`src/rtl/store_unit_rmw_pkg.sv`:
```
// Shared definitions for the store unit: store-type codes, FSM state
// encoding and the alignment/legality check applied when a store starts.
package store_pkg;

    localparam logic [1:0] ST_SW  = 2'b00;
    localparam logic [1:0] ST_SH  = 2'b01;
    localparam logic [1:0] ST_SB  = 2'b10;
    localparam logic [1:0] ST_ILL = 2'b11;

    typedef enum logic [2:0] {
        S_IDLE  = 3'd0,
        S_READ  = 3'd1,
        S_WAIT  = 3'd2,
        S_WRITE = 3'd3,
        S_DONE  = 3'd4,
        S_EXC   = 3'd5
    } state_t;

    // True when the request must raise a store exception instead of writing:
    // an illegal type, a halfword on an odd address or a word off a 4-byte boundary.
    function automatic logic store_fault(input logic [1:0] st, input logic [1:0] addr_lo);
        logic fault;
        fault = 1'b0;
        case (st)
            ST_SW:   fault = (addr_lo != 2'b00);
            ST_SH:   fault = addr_lo[0];
            ST_SB:   fault = 1'b0;
            default: fault = 1'b1;
        endcase
        return fault;
    endfunction

endpackage

```
`src/rtl/store_unit_rmw_if.sv`:
```
// Request and memory-port bundle of the store unit. The slave modport is the
// store unit's view; the master modport is the CPU/memory side.
interface store_unit_rmw_if #(
    parameter int ADDR_WIDTH = 32
);
    logic                  start;
    logic [1:0]            store_type;
    logic [ADDR_WIDTH-1:0] address;
    logic [31:0]           b_data;
    logic [31:0]           mem_rdata;
    logic [ADDR_WIDTH-1:0] mem_addr;
    logic [31:0]           mem_wdata;
    logic                  mem_wr;
    logic                  busy;
    logic                  done;
    logic                  store_exc;

    modport slave (
        input  start, store_type, address, b_data, mem_rdata,
        output mem_addr, mem_wdata, mem_wr, busy, done, store_exc
    );

    modport master (
        output start, store_type, address, b_data, mem_rdata,
        input  mem_addr, mem_wdata, mem_wr, busy, done, store_exc
    );
endinterface

```
`src/rtl/store_unit_rmw_merge.sv`:
```
// Little-endian lane merger: drops the new halfword/byte into the old word
// at the lane picked by the low address bits; a word store replaces everything.
module store_merge
    import store_pkg::*;
(
    input  logic [31:0] old_word,
    input  logic [31:0] new_data,
    input  logic [1:0]  store_type,
    input  logic [1:0]  addr_lo,
    output logic [31:0] merged
);
    logic [31:0] lane_mask;
    logic [31:0] lane_data;

    // Build a mask of the bytes being replaced and replicate the new data across all lanes.
    always_comb begin
        // NOTE: defaults first so every path assigns every signal and no latch is inferred.
        lane_mask = 32'h0000_0000;
        lane_data = 32'h0000_0000;
        case (store_type)
            ST_SW: begin
                lane_mask = 32'hFFFF_FFFF;
                lane_data = new_data;
            end
            ST_SH: begin
                lane_mask = 32'h0000_FFFF << {addr_lo[1], 4'b0000};
                lane_data = {2{new_data[15:0]}};
            end
            ST_SB: begin
                lane_mask = 32'h0000_00FF << {addr_lo, 3'b000};
                lane_data = {4{new_data[7:0]}};
            end
            default: ;
        endcase
    end

    assign merged = (old_word & ~lane_mask) | (lane_data & lane_mask);

endmodule

```
`src/rtl/store_unit_rmw.sv`:
```
// Store unit of the multicycle CPU. Word stores go straight to WRITE;
// halfword/byte stores read the old word, merge and write it back, since the
// data memory has no byte enables.
module store_unit_rmw
    import store_pkg::*;
#(
    parameter int ADDR_WIDTH = 32
) (
    input  logic            clk,
    input  logic            reset,
    store_unit_rmw_if.slave bus
);
    state_t                state_q, state_d;
    logic [ADDR_WIDTH-1:0] addr_q;
    logic [31:0]           data_q;
    logic [1:0]            type_q;
    logic [31:0]           old_q;
    logic [31:0]           merged;
    logic                  accept;

    assign accept = (state_q == S_IDLE) && bus.start;

    store_merge u_merge (
        .old_word   (old_q),
        .new_data   (data_q),
        .store_type (type_q),
        .addr_lo    (addr_q[1:0]),
        .merged     (merged)
    );

    // State register with synchronous reset back to IDLE.
    always_ff @(posedge clk) begin
        // NOTE: sequential state always uses non-blocking assignments.
        if (reset) state_q <= S_IDLE;
        else       state_q <= state_d;
    end

    // Operand latches on acceptance and old-word capture while memory data is valid.
    always_ff @(posedge clk) begin
        // NOTE: these are pure datapath registers; every output is gated by
        // the state, so they are left without reset.
        if (accept) begin
            addr_q <= bus.address;
            data_q <= bus.b_data;
            type_q <= bus.store_type;
        end
        if (state_q == S_WAIT) old_q <= bus.mem_rdata;
    end

    // Next-state decode; requests are only taken in IDLE.
    always_comb begin
        state_d = state_q;
        case (state_q)
            S_IDLE: begin
                if (bus.start) begin
                    if (store_fault(bus.store_type, bus.address[1:0])) state_d = S_EXC;
                    else if (bus.store_type == ST_SW)                  state_d = S_WRITE;
                    else                                               state_d = S_READ;
                end
            end
            S_READ:  state_d = S_WAIT;
            S_WAIT:  state_d = S_WRITE;
            S_WRITE: state_d = S_DONE;
            S_DONE:  state_d = S_IDLE;
            S_EXC:   state_d = S_IDLE;
            default: state_d = S_IDLE;
        endcase
    end

    // Moore outputs decoded from the state and the latched operands.
    always_comb begin
        bus.mem_addr  = '0;
        bus.mem_wdata = 32'h0000_0000;
        bus.mem_wr    = 1'b0;
        bus.busy      = 1'b0;
        bus.done      = 1'b0;
        bus.store_exc = 1'b0;
        if (state_q != S_IDLE) begin
            bus.busy     = 1'b1;
            bus.mem_addr = {addr_q[ADDR_WIDTH-1:2], 2'b00};
        end
        case (state_q)
            S_WRITE: begin
                bus.mem_wdata = merged;
                // Reset blocks the strobe in the same cycle so an aborted store never commits.
                bus.mem_wr    = ~reset;
            end
            S_DONE:  bus.done      = 1'b1;
            S_EXC:   bus.store_exc = 1'b1;
            default: ;
        endcase
    end

endmodule

```
`src/flat_wrapper.sv`:
```
// flat-port wrapper written by rule: the top's interface ports become plain ports
module store_unit_rmw_flat import store_pkg::*;
#(
    parameter int ADDR_WIDTH = 32
)
  (clk, reset, bus_start, bus_store_type, bus_address, bus_b_data, bus_mem_rdata, bus_mem_addr, bus_mem_wdata, bus_mem_wr, bus_busy, bus_done, bus_store_exc);
  store_unit_rmw_if #(.ADDR_WIDTH(ADDR_WIDTH)) bus_i ();
  input  logic clk;
  input  logic reset;
  input wire logic [$bits(bus_i.start)-1:0] bus_start;
  input wire logic [$bits(bus_i.store_type)-1:0] bus_store_type;
  input wire logic [$bits(bus_i.address)-1:0] bus_address;
  input wire logic [$bits(bus_i.b_data)-1:0] bus_b_data;
  input wire logic [$bits(bus_i.mem_rdata)-1:0] bus_mem_rdata;
  output wire logic [$bits(bus_i.mem_addr)-1:0] bus_mem_addr;
  output wire logic [$bits(bus_i.mem_wdata)-1:0] bus_mem_wdata;
  output wire logic [$bits(bus_i.mem_wr)-1:0] bus_mem_wr;
  output wire logic [$bits(bus_i.busy)-1:0] bus_busy;
  output wire logic [$bits(bus_i.done)-1:0] bus_done;
  output wire logic [$bits(bus_i.store_exc)-1:0] bus_store_exc;
  assign bus_i.start = bus_start;
  assign bus_i.store_type = bus_store_type;
  assign bus_i.address = bus_address;
  assign bus_i.b_data = bus_b_data;
  assign bus_i.mem_rdata = bus_mem_rdata;
  assign bus_mem_addr = bus_i.mem_addr;
  assign bus_mem_wdata = bus_i.mem_wdata;
  assign bus_mem_wr = bus_i.mem_wr;
  assign bus_busy = bus_i.busy;
  assign bus_done = bus_i.done;
  assign bus_store_exc = bus_i.store_exc;
  store_unit_rmw #(.ADDR_WIDTH(ADDR_WIDTH)) u_core (.clk(clk), .reset(reset), .bus(bus_i));
endmodule
```
`config.mk`:
```
export PLATFORM = sky130hd
export DESIGN_NAME = store_unit_rmw_flat
export DESIGN_NICKNAME = d
export VERILOG_FILES = /design/src/rtl/store_unit_rmw_pkg.sv /design/src/rtl/store_unit_rmw_if.sv /design/src/rtl/store_unit_rmw_merge.sv /design/src/rtl/store_unit_rmw.sv /design/src/flat_wrapper.sv
export SDC_FILE = /design/constraint.sdc
export NUM_CORES = 1
export LEC_CHECK = 0
export CAP_MARGIN = 40
export CORE_UTILIZATION = 45
export DETAILED_ROUTE_END_ITERATION = 12
export GPL_TIMING_DRIVEN = 0
export PLACE_DENSITY = 0.93
export SLEW_MARGIN = 20
export SYNTH_ARGS = -nofsm -noshare
export SYNTH_HDL_FRONTEND = slang
export SYNTH_SLANG_ARGS = --single-unit
```
`constraint.sdc`:
```
create_clock -name clk -period 6.77 [get_ports clk]
set_clock_uncertainty 0.15 [all_clocks]
set_input_delay 1.354 -clock clk [delete_from_list [all_inputs] [get_ports clk]]
set_output_delay 1.354 -clock clk [all_outputs]
set_load 0.05 [all_outputs]
```
==> load_flow_metrics.sql, run 1 <==
INSERT INTO impl_metrics (metric_group, metric, value, unit) VALUES
('status', 'outcome', 'completed', ''),
('final_layout', 'final_cell_area', '6300', 'um2'),
('final_layout', 'area_growth_synth_to_finish', '47.8', '%'),
('setup_path', 'cp.arrival', '2760', 'ps'),
('sta', 'hold_slack', '475', 'ps'),
('placed_design', 'io_buffer_count', '166', ''),
('logic_synthesis', 'seq_area_frac_synth', '0.704', ''),
('cts', 'cts-buffers-inserted', '9', ''),
('logic_synthesis', 'yosys_register_bits', '101', ''),
('floorplan', 'fp-row-count', '35', ''),
('global_route', 'grt_use_met2', '0.402', ''),
('placed_design', 'gp_congestion', '0.825', ''),
('final_layout', 'final_layout_size_suffix_gt1_frac', '0.140', ''),
('global_route', 'grt_use_total', '0.234', ''),
('floorplan', 'ioPinCount', '169', ''),
('cts', 'tritoncts_num_sinks', '101', ''),
('cts', 'post_cts_resize_count', '0', ''),
('global_route', 'top_usage_layer', 'met2', ''),
('hold_path', 'hold_path_depth', '1', ''),
('setup_path', 'cp-start-kind', 'primary input', ''),
('setup_path', 'regToRegStartpoint', 'u_core.state_q[0]$_SDFFE_PP0P_', ''),
('sta', 'timing.final.hold_violations', '0', ''),
('setup_path', 'setup.worst_path.class', 'in -> out', ''),
('final_layout', 'nNetsFinal', '561', ''),
('power', 'share_comb_of_total_power', '0.251', ''),
('floorplan', 'die_w', '99.3', 'um'),
('setup_path', 'worst-path-max-fanout', '4', ''),
('power', 'cell_area_power_density', '237', 'nW/um2'),
('final_layout', 'final_cells', '576', ''),
('power', 'finalPower', '1.49', 'mW'),
('placed_design', 'post_dp_cell_area', '6130', 'um2'),
('cts', 'tritoncts', 'done', ''),
('sta', 'maxSlewHeadroom', '0.519', ''),
('global_route', 'grt_pass1_vias', '3148', ''),
('sta', 'rsz_0062_raised_after_global_routing', 'no', ''),
('drt', 'routed_wire_length_per_instance', '19.1', 'um'),
('sta', 'fmaxAchievable', '235', 'MHz'),
('global_route', 'grt_overflow', '0', ''),
('final_layout', 'diodes', '0', ''),
('setup_path', 'worstRegToRegCells', '5', ''),
('floorplan', 'vertical_die_dimension', '99.3', 'um'),
('global_route', 'maximum_number_of_pins_on_one_net_before_global_route_repair', '60', ''),
('sta', 'period_needed', '4260', 'ps'),
('drt', 'vias', '3036', ''),
('global_route', 'grtUsageMet3', '0.0379', ''),
('global_route', 'antenna_found_initial', '0', ''),
('setup_path', 'critical_path.endpoint_type', 'output pin', ''),
('power', 'largest_voltage_drop_on_the_vdd_net', '0.000143', 'V'),
('logic_synthesis', 'synth-warning-count', '0', ''),
('drt', 'post_drt_via_cell_ratio', '5.27', ''),
('global_route', 'grt_use_met1', '0.288', ''),
('floorplan', 'design.core.area', '9200', 'um2'),
('logic_synthesis', 'number_of_distinct_library_cell_variants_in_the_gate_level_netlist_after_synthesis', '37', ''),
('placed_design', 'post-dp-hpwl', '8310', 'um'),
('logic_synthesis', 'syn_area_per_cell', '15.3', 'um2'),
('setup_path', 'cp.required', '5270', 'ps'),
('floorplan', 'floorplan.initialDensity', '0.464', ''),
('drt', 'antenna_left', '0', ''),
('setup_path', 'timing.rr.end', 'u_core.data_q[17]$_DFFE_PP_', ''),
('floorplan', 'design.die.area', '9870', 'um2'),
('cts', 'cts.clk_slew.worst_paths', '100', 'ps'),
('sta', 'finalSetupTns', '0', 'ps'),
('global_route', 'first_pass_grt_wire_length', '16900', 'um'),
('setup_path', 'r2r_setup_slack', '4430', 'ps'),
('cts', 'cts_max_path_buffers', '2', ''),
('placed_design', 'placed_cells_incl_taps', '560', ''),
('flow_run', 'timing.max_cap.violations', '0', ''),
('hold_path', 'timing.hold.worst.start', 'u_core.state_q[2]$_SDFFE_PP0P_', ''),
('cts', 'cts.repair_timing.setup_buffer_count', '0', ''),
('final_layout', 'n_fill_cell', '656', ''),
('power', 'reported_leakage_power', '2.13', 'nW');
## cell usage in the layout, fill, tap and decap left out, types with 2 or more instances in the layout
| cell | count |
|---|---|
| sky130_fd_sc_hd__clkdlybuf4s50_1 | 166 |
| sky130_fd_sc_hd__edfxtp_1 | 98 |
| sky130_fd_sc_hd__nor2b_1 | 41 |
| sky130_fd_sc_hd__o221a_2 | 22 |
| sky130_fd_sc_hd__nand2_1 | 11 |
| sky130_fd_sc_hd__o21a_1 | 10 |
| sky130_fd_sc_hd__a211oi_1 | 10 |
| sky130_fd_sc_hd__clkbuf_8 | 9 |
| sky130_fd_sc_hd__a21oi_1 | 8 |
| sky130_fd_sc_hd__nor3_1 | 8 |
| sky130_fd_sc_hd__nand3_1 | 8 |
| sky130_fd_sc_hd__mux2i_1 | 8 |
| sky130_fd_sc_hd__buf_4 | 7 |
| sky130_fd_sc_hd__buf_6 | 6 |
| sky130_fd_sc_hd__clkbuf_1 | 6 |
| sky130_fd_sc_hd__buf_2 | 5 |
| sky130_fd_sc_hd__nor3b_1 | 3 |
| sky130_fd_sc_hd__dfxtp_1 | 3 |
| sky130_fd_sc_hd__inv_1 | 2 |
| sky130_fd_sc_hd__and3b_1 | 2 |
| sky130_fd_sc_hd__o221a_1 | 2 |
| sky130_fd_sc_hd__nor3b_2 | 2 |
| sky130_fd_sc_hd__or2_2 | 2 |
| sky130_fd_sc_hd__nor2_1 | 2 |
| sky130_fd_sc_hd__nor4_1 | 2 |
| sky130_fd_sc_hd__conb_1 | 2 |
| sky130_fd_sc_hd__clkinvlp_4 | 2 |
| sky130_fd_sc_hd__inv_6 | 2 |
## critical path, stage by stage
cell and delay (ps):
sky130_fd_sc_hd__clkdlybuf4s50_1 470, sky130_fd_sc_hd__nor2_1 120, sky130_fd_sc_hd__clkdlybuf4s50_1 810
## layout make-up
type / instances / area [um2] / share of cell area
clock buffer: 10 / 128 / 0.0202
inverter: 2 / 7.51 / 0.00119
timing repair buffer: 170 / 1720 / 0.272
buffer: 21 / 141 / 0.0224
clock inverter: 6 / 46.3 / 0.00734
sequential: 101 / 3000 / 0.476
multi-input combinational: 155 / 1120 / 0.178
tap: 111 / 139 / 0.0220
## flip-flops by register name, indices dropped and copies added (netlist names)
register	flops
u_core.addr_q	32
u_core.old_q	32
u_core.state_q	3
u_core.data_q	32
u_core.type_q	2
## Yosys cell counts
| library cell | count | share of area |
|---|---|---|
| sky130_fd_sc_hd__o221a_1 | 2 | 0.0053 |
| sky130_fd_sc_hd__dfxtp_1 | 3 | 0.014 |
| sky130_fd_sc_hd__nor3b_1 | 4 | 0.0070 |
| sky130_fd_sc_hd__nand2b_1 | 1 | 0.0015 |
| sky130_fd_sc_hd__buf_2 | 5 | 0.0059 |
| sky130_fd_sc_hd__or2_1 | 1 | 0.0015 |
| sky130_fd_sc_hd__clkbuf_1 | 5 | 0.0044 |
| sky130_fd_sc_hd__a211oi_1 | 10 | 0.018 |
| sky130_fd_sc_hd__o21ai_1 | 1 | 0.0012 |
| sky130_fd_sc_hd__buf_4 | 5 | 0.0088 |
| sky130_fd_sc_hd__buf_6 | 5 | 0.013 |
| sky130_fd_sc_hd__nand2_1 | 11 | 0.0097 |
| sky130_fd_sc_hd__nor3_1 | 8 | 0.0094 |
| sky130_fd_sc_hd__nor2_1 | 2 | 0.0018 |
| sky130_fd_sc_hd__edfxtp_1 | 98 | 0.69 |
| sky130_fd_sc_hd__mux2i_1 | 8 | 0.019 |
| sky130_fd_sc_hd__nor3_2 | 1 | 0.0023 |
| sky130_fd_sc_hd__nand3b_1 | 1 | 0.0018 |
| sky130_fd_sc_hd__and3b_1 | 2 | 0.0041 |
| sky130_fd_sc_hd__and2_1 | 1 | 0.0015 |
| sky130_fd_sc_hd__a2111oi_0 | 1 | 0.0021 |
| sky130_fd_sc_hd__o21ai_2 | 1 | 0.0021 |
| sky130_fd_sc_hd__nand3_1 | 8 | 0.0094 |
| sky130_fd_sc_hd__or2_2 | 2 | 0.0029 |
| sky130_fd_sc_hd__conb_1 | 1 | 0.00088 |
| sky130_fd_sc_hd__nor4_1 | 2 | 0.0029 |
| sky130_fd_sc_hd__buf_1 | 1 | 0.00088 |
| sky130_fd_sc_hd__a21oi_1 | 8 | 0.0094 |
| sky130_fd_sc_hd__a21oi_2 | 1 | 0.0021 |
| sky130_fd_sc_hd__o211ai_2 | 1 | 0.0029 |
| sky130_fd_sc_hd__o221a_2 | 22 | 0.058 |
| sky130_fd_sc_hd__nor2b_1 | 41 | 0.060 |
| sky130_fd_sc_hd__o311ai_0 | 1 | 0.0021 |
| sky130_fd_sc_hd__inv_1 | 2 | 0.0018 |
| sky130_fd_sc_hd__o21a_1 | 10 | 0.018 |
| sky130_fd_sc_hd__nand4b_1 | 1 | 0.0021 |
| sky130_fd_sc_hd__nor3b_2 | 1 | 0.0029 |
## kinds of logic (layout without fill, tap and decap cells)
family | after synthesis | after routing | share of synthesized area
AOI/OAI and AO/OA | 58 | 58 | 0.120
buffers and inverters | 23 | 209 | 0.0349
DFF | 101 | 101 | 0.704
muxes | 8 | 8 | 0.0188
other | 1 | 2 | 0.000879
and+or+nand+nor | 87 | 87 | 0.121
## worst max path at each step
stage | from | endpoint | slack (ps) | cells past startpoint
after global placement | u_core.state_q[1]$_SDFFE_PP0P_ | u_core.old_q[20]$_DFFE_PN_ | 2140 | 2
final | reset | bus_mem_wr | 2510 | 3
after global routing | u_core.type_q[0]$_DFFE_PP_ | bus_mem_wdata[16] | 2430 | 5
after floorplan | u_core.addr_q[0]$_DFFE_PP_ | bus_mem_wdata[10] | 3060 | 4
after detailed placement | reset | bus_mem_wr | 2510 | 3
after CTS | reset | bus_mem_wr | 2500 | 3
## power by group through the flow
| stage | sequential, mW | combinational (mW) | clock, mW |
|---|---|---|---|
| 2_1_floorplan | 0.777 | 0.217 | 0 |
| 3_3_place_gp | 0.786 | 0.357 | 0 |
| 3_5_place_dp | 0.784 | 0.376 | 0 |
| 4_1_cts | 0.769 | 0.377 | 0.356 |
| 5_1_grt | 0.774 | 0.395 | 0.384 |
| 6_report | 0.770 | 0.375 | 0.349 |
## metrics by stage
step,setup slack (ps),utilization
global route,2430,0.685
CTS,2500,0.685
global placement,2140,0.660
finish,2510,0.685
detailed placement,2510,0.667
floorplan,3060,-
## layer usage
metal,routed length [um],vias up
met5,0,-
met4,392,0
met2,5720,140
met3,570,26
met1,4330,1432
li1,-,1438
Note: power is estimated with default switching activity, not from simulation.
==> run 2, diff against run 1 <==
--- a/config.mk
+++ b/config.mk
@@ -6,10 +6,10 @@
 export NUM_CORES = 1
 export LEC_CHECK = 0
 export CAP_MARGIN = 40
-export CORE_UTILIZATION = 45
+export CORE_UTILIZATION = 39
 export DETAILED_ROUTE_END_ITERATION = 12
 export GPL_TIMING_DRIVEN = 0
-export PLACE_DENSITY = 0.93
+export PLACE_DENSITY = 0.86
 export SLEW_MARGIN = 20
 export SYNTH_ARGS = -nofsm -noshare
 export SYNTH_HDL_FRONTEND = slang
==> constraint.sdc (replaced) <==
create_clock -name clk -period 3.9 [get_ports clk]
set_clock_uncertainty 0.15 [all_clocks]
set_input_delay 0.78 -clock clk [delete_from_list [all_inputs] [get_ports clk]]
set_output_delay 0.78 -clock clk [all_outputs]
set_load 0.05 [all_outputs]
==> load_flow_metrics.sql, run 2 (synthesis gave the netlist of run 1 again) <==
INSERT INTO impl_metrics (metric_group, metric, value, unit) VALUES
('final_layout', 'n_fill_cell', '850', ''),
('sta', 'rsz_0062_raised_after_global_routing', 'no', ''),
('drt', 'drcViolationCount', '0', ''),
('sta', 'measured_slew_at_the_worst_slew_check_pin', '693', 'ps'),
('hold_path', 'min_to', 'u_core.state_q[2]$_SDFFE_PP0P_', ''),
('setup_path', 'critPathTopFamily', 'buffers and inverters', ''),
('drt', 'routed_wire_length_per_instance', '18.4', 'um'),
('drt', 'vias', '3014', ''),
('final_layout', 'area_growth_synth_to_finish', '49.6', '%'),
('sta', 'layout_worst_path_cycle_share', '0.938', ''),
('final_layout', 'final_cell_area', '6380', 'um2'),
('setup_path', 'critical_path.endpoint_type', 'output pin', ''),
('setup_path', 'setup.worst_path.class', 'reg -> out', ''),
('final_layout', 'post-route-util', '0.610', ''),
('cts', 'cts-buffers-inserted', '9', ''),
('placed_design', 'post_dp_cell_area', '6150', 'um2'),
('floorplan', 'die_w', '107', 'um'),
('hold_path', 'hold_path_depth', '1', ''),
('global_route', 'maximum_number_of_pins_on_one_net_before_global_route_repair', '47', ''),
('sta', 'timing.final.hold_violations', '0', ''),
('power', 'largest_voltage_drop_on_the_vdd_net', '0.000236', 'V'),
('floorplan', 'fp-row-count', '37', ''),
('cts', 'cts_max_path_buffers', '2', ''),
('floorplan', 'vertical_die_dimension', '107', 'um'),
('setup_path', 'critical_path.slowest_cell', 'sky130_fd_sc_hd__clkdlybuf4s50_1', ''),
('placed_design', 'io_buffer_count', '166', ''),
('setup_path', 'cp.arrival', '2730', 'ps'),
('sta', 'period_needed', '3660', 'ps'),
('final_layout', 'nNetsFinal', '561', ''),
('cts', 'cts_hold_buffers', '0', ''),
('setup_path', 'worstRegToRegCells', '5', ''),
('drt', 'route.final.wire_length', '11100', 'um'),
('setup_path', 'worst-path-max-fanout', '10', ''),
('final_layout', 'final_layout_size_suffix_gt1_frac', '0.140', ''),
('setup_path', 'cpPeakStageDelay', '810', 'ps'),
('drt', 'post_drt_via_cell_ratio', '5.01', ''),
('global_route', 'antenna_found_initial', '0', ''),
('status', 'outcome', 'completed', ''),
('placed_design', 'post-dp-hpwl', '8330', 'um'),
('global_route', 'grt_pass1_vias', '3160', ''),
('cts', 'h-tree-depth', '3', ''),
('sta', 'final-setup-viol-count', '0', ''),
('floorplan', 'ioPinCount', '169', ''),
('cts', 'tritoncts_num_sinks', '101', ''),
('hold_path', 'worst_hold_path_class', 'reg -> reg', ''),
('setup_path', 'cp_num_buf_inv', '2', ''),
('power', 'cell_area_power_density', '427', 'nW/um2'),
('placed_design', 'gp_congestion', '0.776', ''),
('setup_path', 'cp.required', '2970', 'ps'),
('cts', 'cts.clk_slew.worst_paths', '90', 'ps'),
('sta', 'maxSlewHeadroom', '0.535', ''),
('cts', 'post_cts_resize_count', '0', ''),
('cts', 'cts.repair_timing.setup_buffer_count', '0', ''),
('cts', 'clock_tree.root_cell', 'sky130_fd_sc_hd__clkbuf_8', ''),
('floorplan', 'design.die.area', '11400', 'um2'),
('global_route', 'grt_use_total', '0.201', ''),
('floorplan', 'design.core.area', '10500', 'um2'),
('setup_path', 'regToRegStartpoint', 'u_core.state_q[0]$_SDFFE_PP0P_', ''),
('floorplan', 'floorplan.initialDensity', '0.408', ''),
('global_route', 'first_pass_grt_wire_length', '16700', 'um'),
('setup_path', 'r2r_setup_slack', '1420', 'ps'),
('sta', 'slew_viol_final', '0', ''),
('cts', 'worst_skew_pair.late_latency', '360', 'ps'),
('final_layout', 'layout.cells.most_common_list', 'sky130_fd_sc_hd__clkdlybuf4s50_1, sky130_fd_sc_hd__edfxtp_1, sky130_fd_sc_hd__nor2b_1', ''),
('final_layout', 'final_cells', '601', ''),
('setup_path', 'timing.rr.end', 'u_core.data_q[19]$_DFFE_PP_', ''),
('setup_path', 'cp_cell_sequence', 'buf_6 -> nor2b_1 -> o21ai_1 -> o221a_2 -> clkdlybuf4s50_1', ''),
('flow_run', 'timing.max_cap.violations', '0', ''),
('power', 'reported_leakage_power', '2.16', 'nW'),
('final_layout', 'diodes', '0', ''),
('final_layout', 'final_common_cell', 'sky130_fd_sc_hd__clkdlybuf4s50_1', ''),
('setup_path', 'cp-start-kind', 'register', ''),
('placed_design', 'placed_cells_incl_taps', '585', ''),
('cts', 'tritoncts', 'done', ''),
('drt', 'dr.first_iter.drc_count', '152', ''),
('final_layout', 'largest_registers_ranked_by_flip_flop_count', 'u_core.addr_q x32, u_core.data_q x32, u_core.old_q x32', ''),
('hold_path', 'timing.hold.worst.start', 'u_core.state_q[2]$_SDFFE_PP0P_', ''),
('drt', 'drt-pass1-iter-count', '4', ''),
('sta', 'fmaxAchievable', '273', 'MHz'),
('drt', 'antenna_left', '0', ''),
('global_route', 'grt_overflow', '0', '');
## run 2: cell count changes in the layout (fill, tap and decap cells not counted), moves of 2 or more
cell                         before  now
sky130_fd_sc_hd__clkinvlp_4       2    0
sky130_fd_sc_hd__inv_6            2    0
sky130_fd_sc_hd__bufinv_16        0    2
sky130_fd_sc_hd__clkbuf_8         9   11
## run 2: how the worst max path moves through the flow
stage,start,end,depth (start not counted)
after detailed placement,u_core.type_q[0]$_DFFE_PP_,bus_mem_wdata[17],5
after global placement,u_core.state_q[1]$_SDFFE_PP0P_,u_core.old_q[20]$_DFFE_PN_,2
after floorplan,u_core.state_q[1]$_SDFFE_PP0P_,u_core.old_q[0]$_DFFE_PN_,2
final,u_core.type_q[0]$_DFFE_PP_,bus_mem_wdata[17],5
after CTS,u_core.type_q[0]$_DFFE_PP_,bus_mem_wdata[17],5
after global routing,u_core.type_q[0]$_DFFE_PP_,bus_mem_wdata[19],5
## run 2: layout make-up
type                       count  area, um2  area share
clock inverter                 4       70.1      0.0110
clock buffer                  12        155      0.0243
timing repair buffer         170       1710       0.268
multi-input combinational    155       1120       0.176
tap                          136        170      0.0267
sequential                   101       3000       0.471
inverter                       2       7.51     0.00118
buffer                        21        141      0.0222
## run 2: metrics by stage
| step | power [mW] | setup slack (ps) | hold WS, ps | TNS (ps) |
|---|---|---|---|---|
| floorplan | 1.73 | 407 | 370 | 0 |
| global placement | 1.99 | -775 | 414 | -33500 |
| finish | 2.72 | 243 | 465 | 0 |
| detailed placement | 2.01 | 586 | 448 | 0 |
| CTS | 2.74 | 162 | 465 | 0 |
| global route | 2.82 | 91.1 | 497 | 0 |
## run 2: power breakdown
group | internal (mW) | switching, mW | leakage [nW]
Combinational | 0.257 | 0.392 | 1.10
Clock | 0.395 | 0.342 | 0.116
Sequential | 1.30 | 0.0378 | 0.943
## run 2: layer usage
metal | vias to the layer above | track usage | share of wire
li1 | 1439 | - | -
met1 | 1445 | 0.245 | 0.41
met2 | 106 | 0.348 | 0.52
met3 | 24 | 0.0258 | 0.044
met4 | 0 | 0.104 | 0.030
met5 | - | 0 | 0
==> run 3, diff against run 2 <==
--- a/config.mk
+++ b/config.mk
@@ -7,6 +7,7 @@
 export LEC_CHECK = 0
 export CAP_MARGIN = 40
 export CORE_UTILIZATION = 39
+export CTS_CLUSTER_DIAMETER = 40
 export DETAILED_ROUTE_END_ITERATION = 12
 export GPL_TIMING_DRIVEN = 0
 export PLACE_DENSITY = 0.86
==> results of run 3 <==
No change in the layout: final DEF, timing and power equal those of run 2.
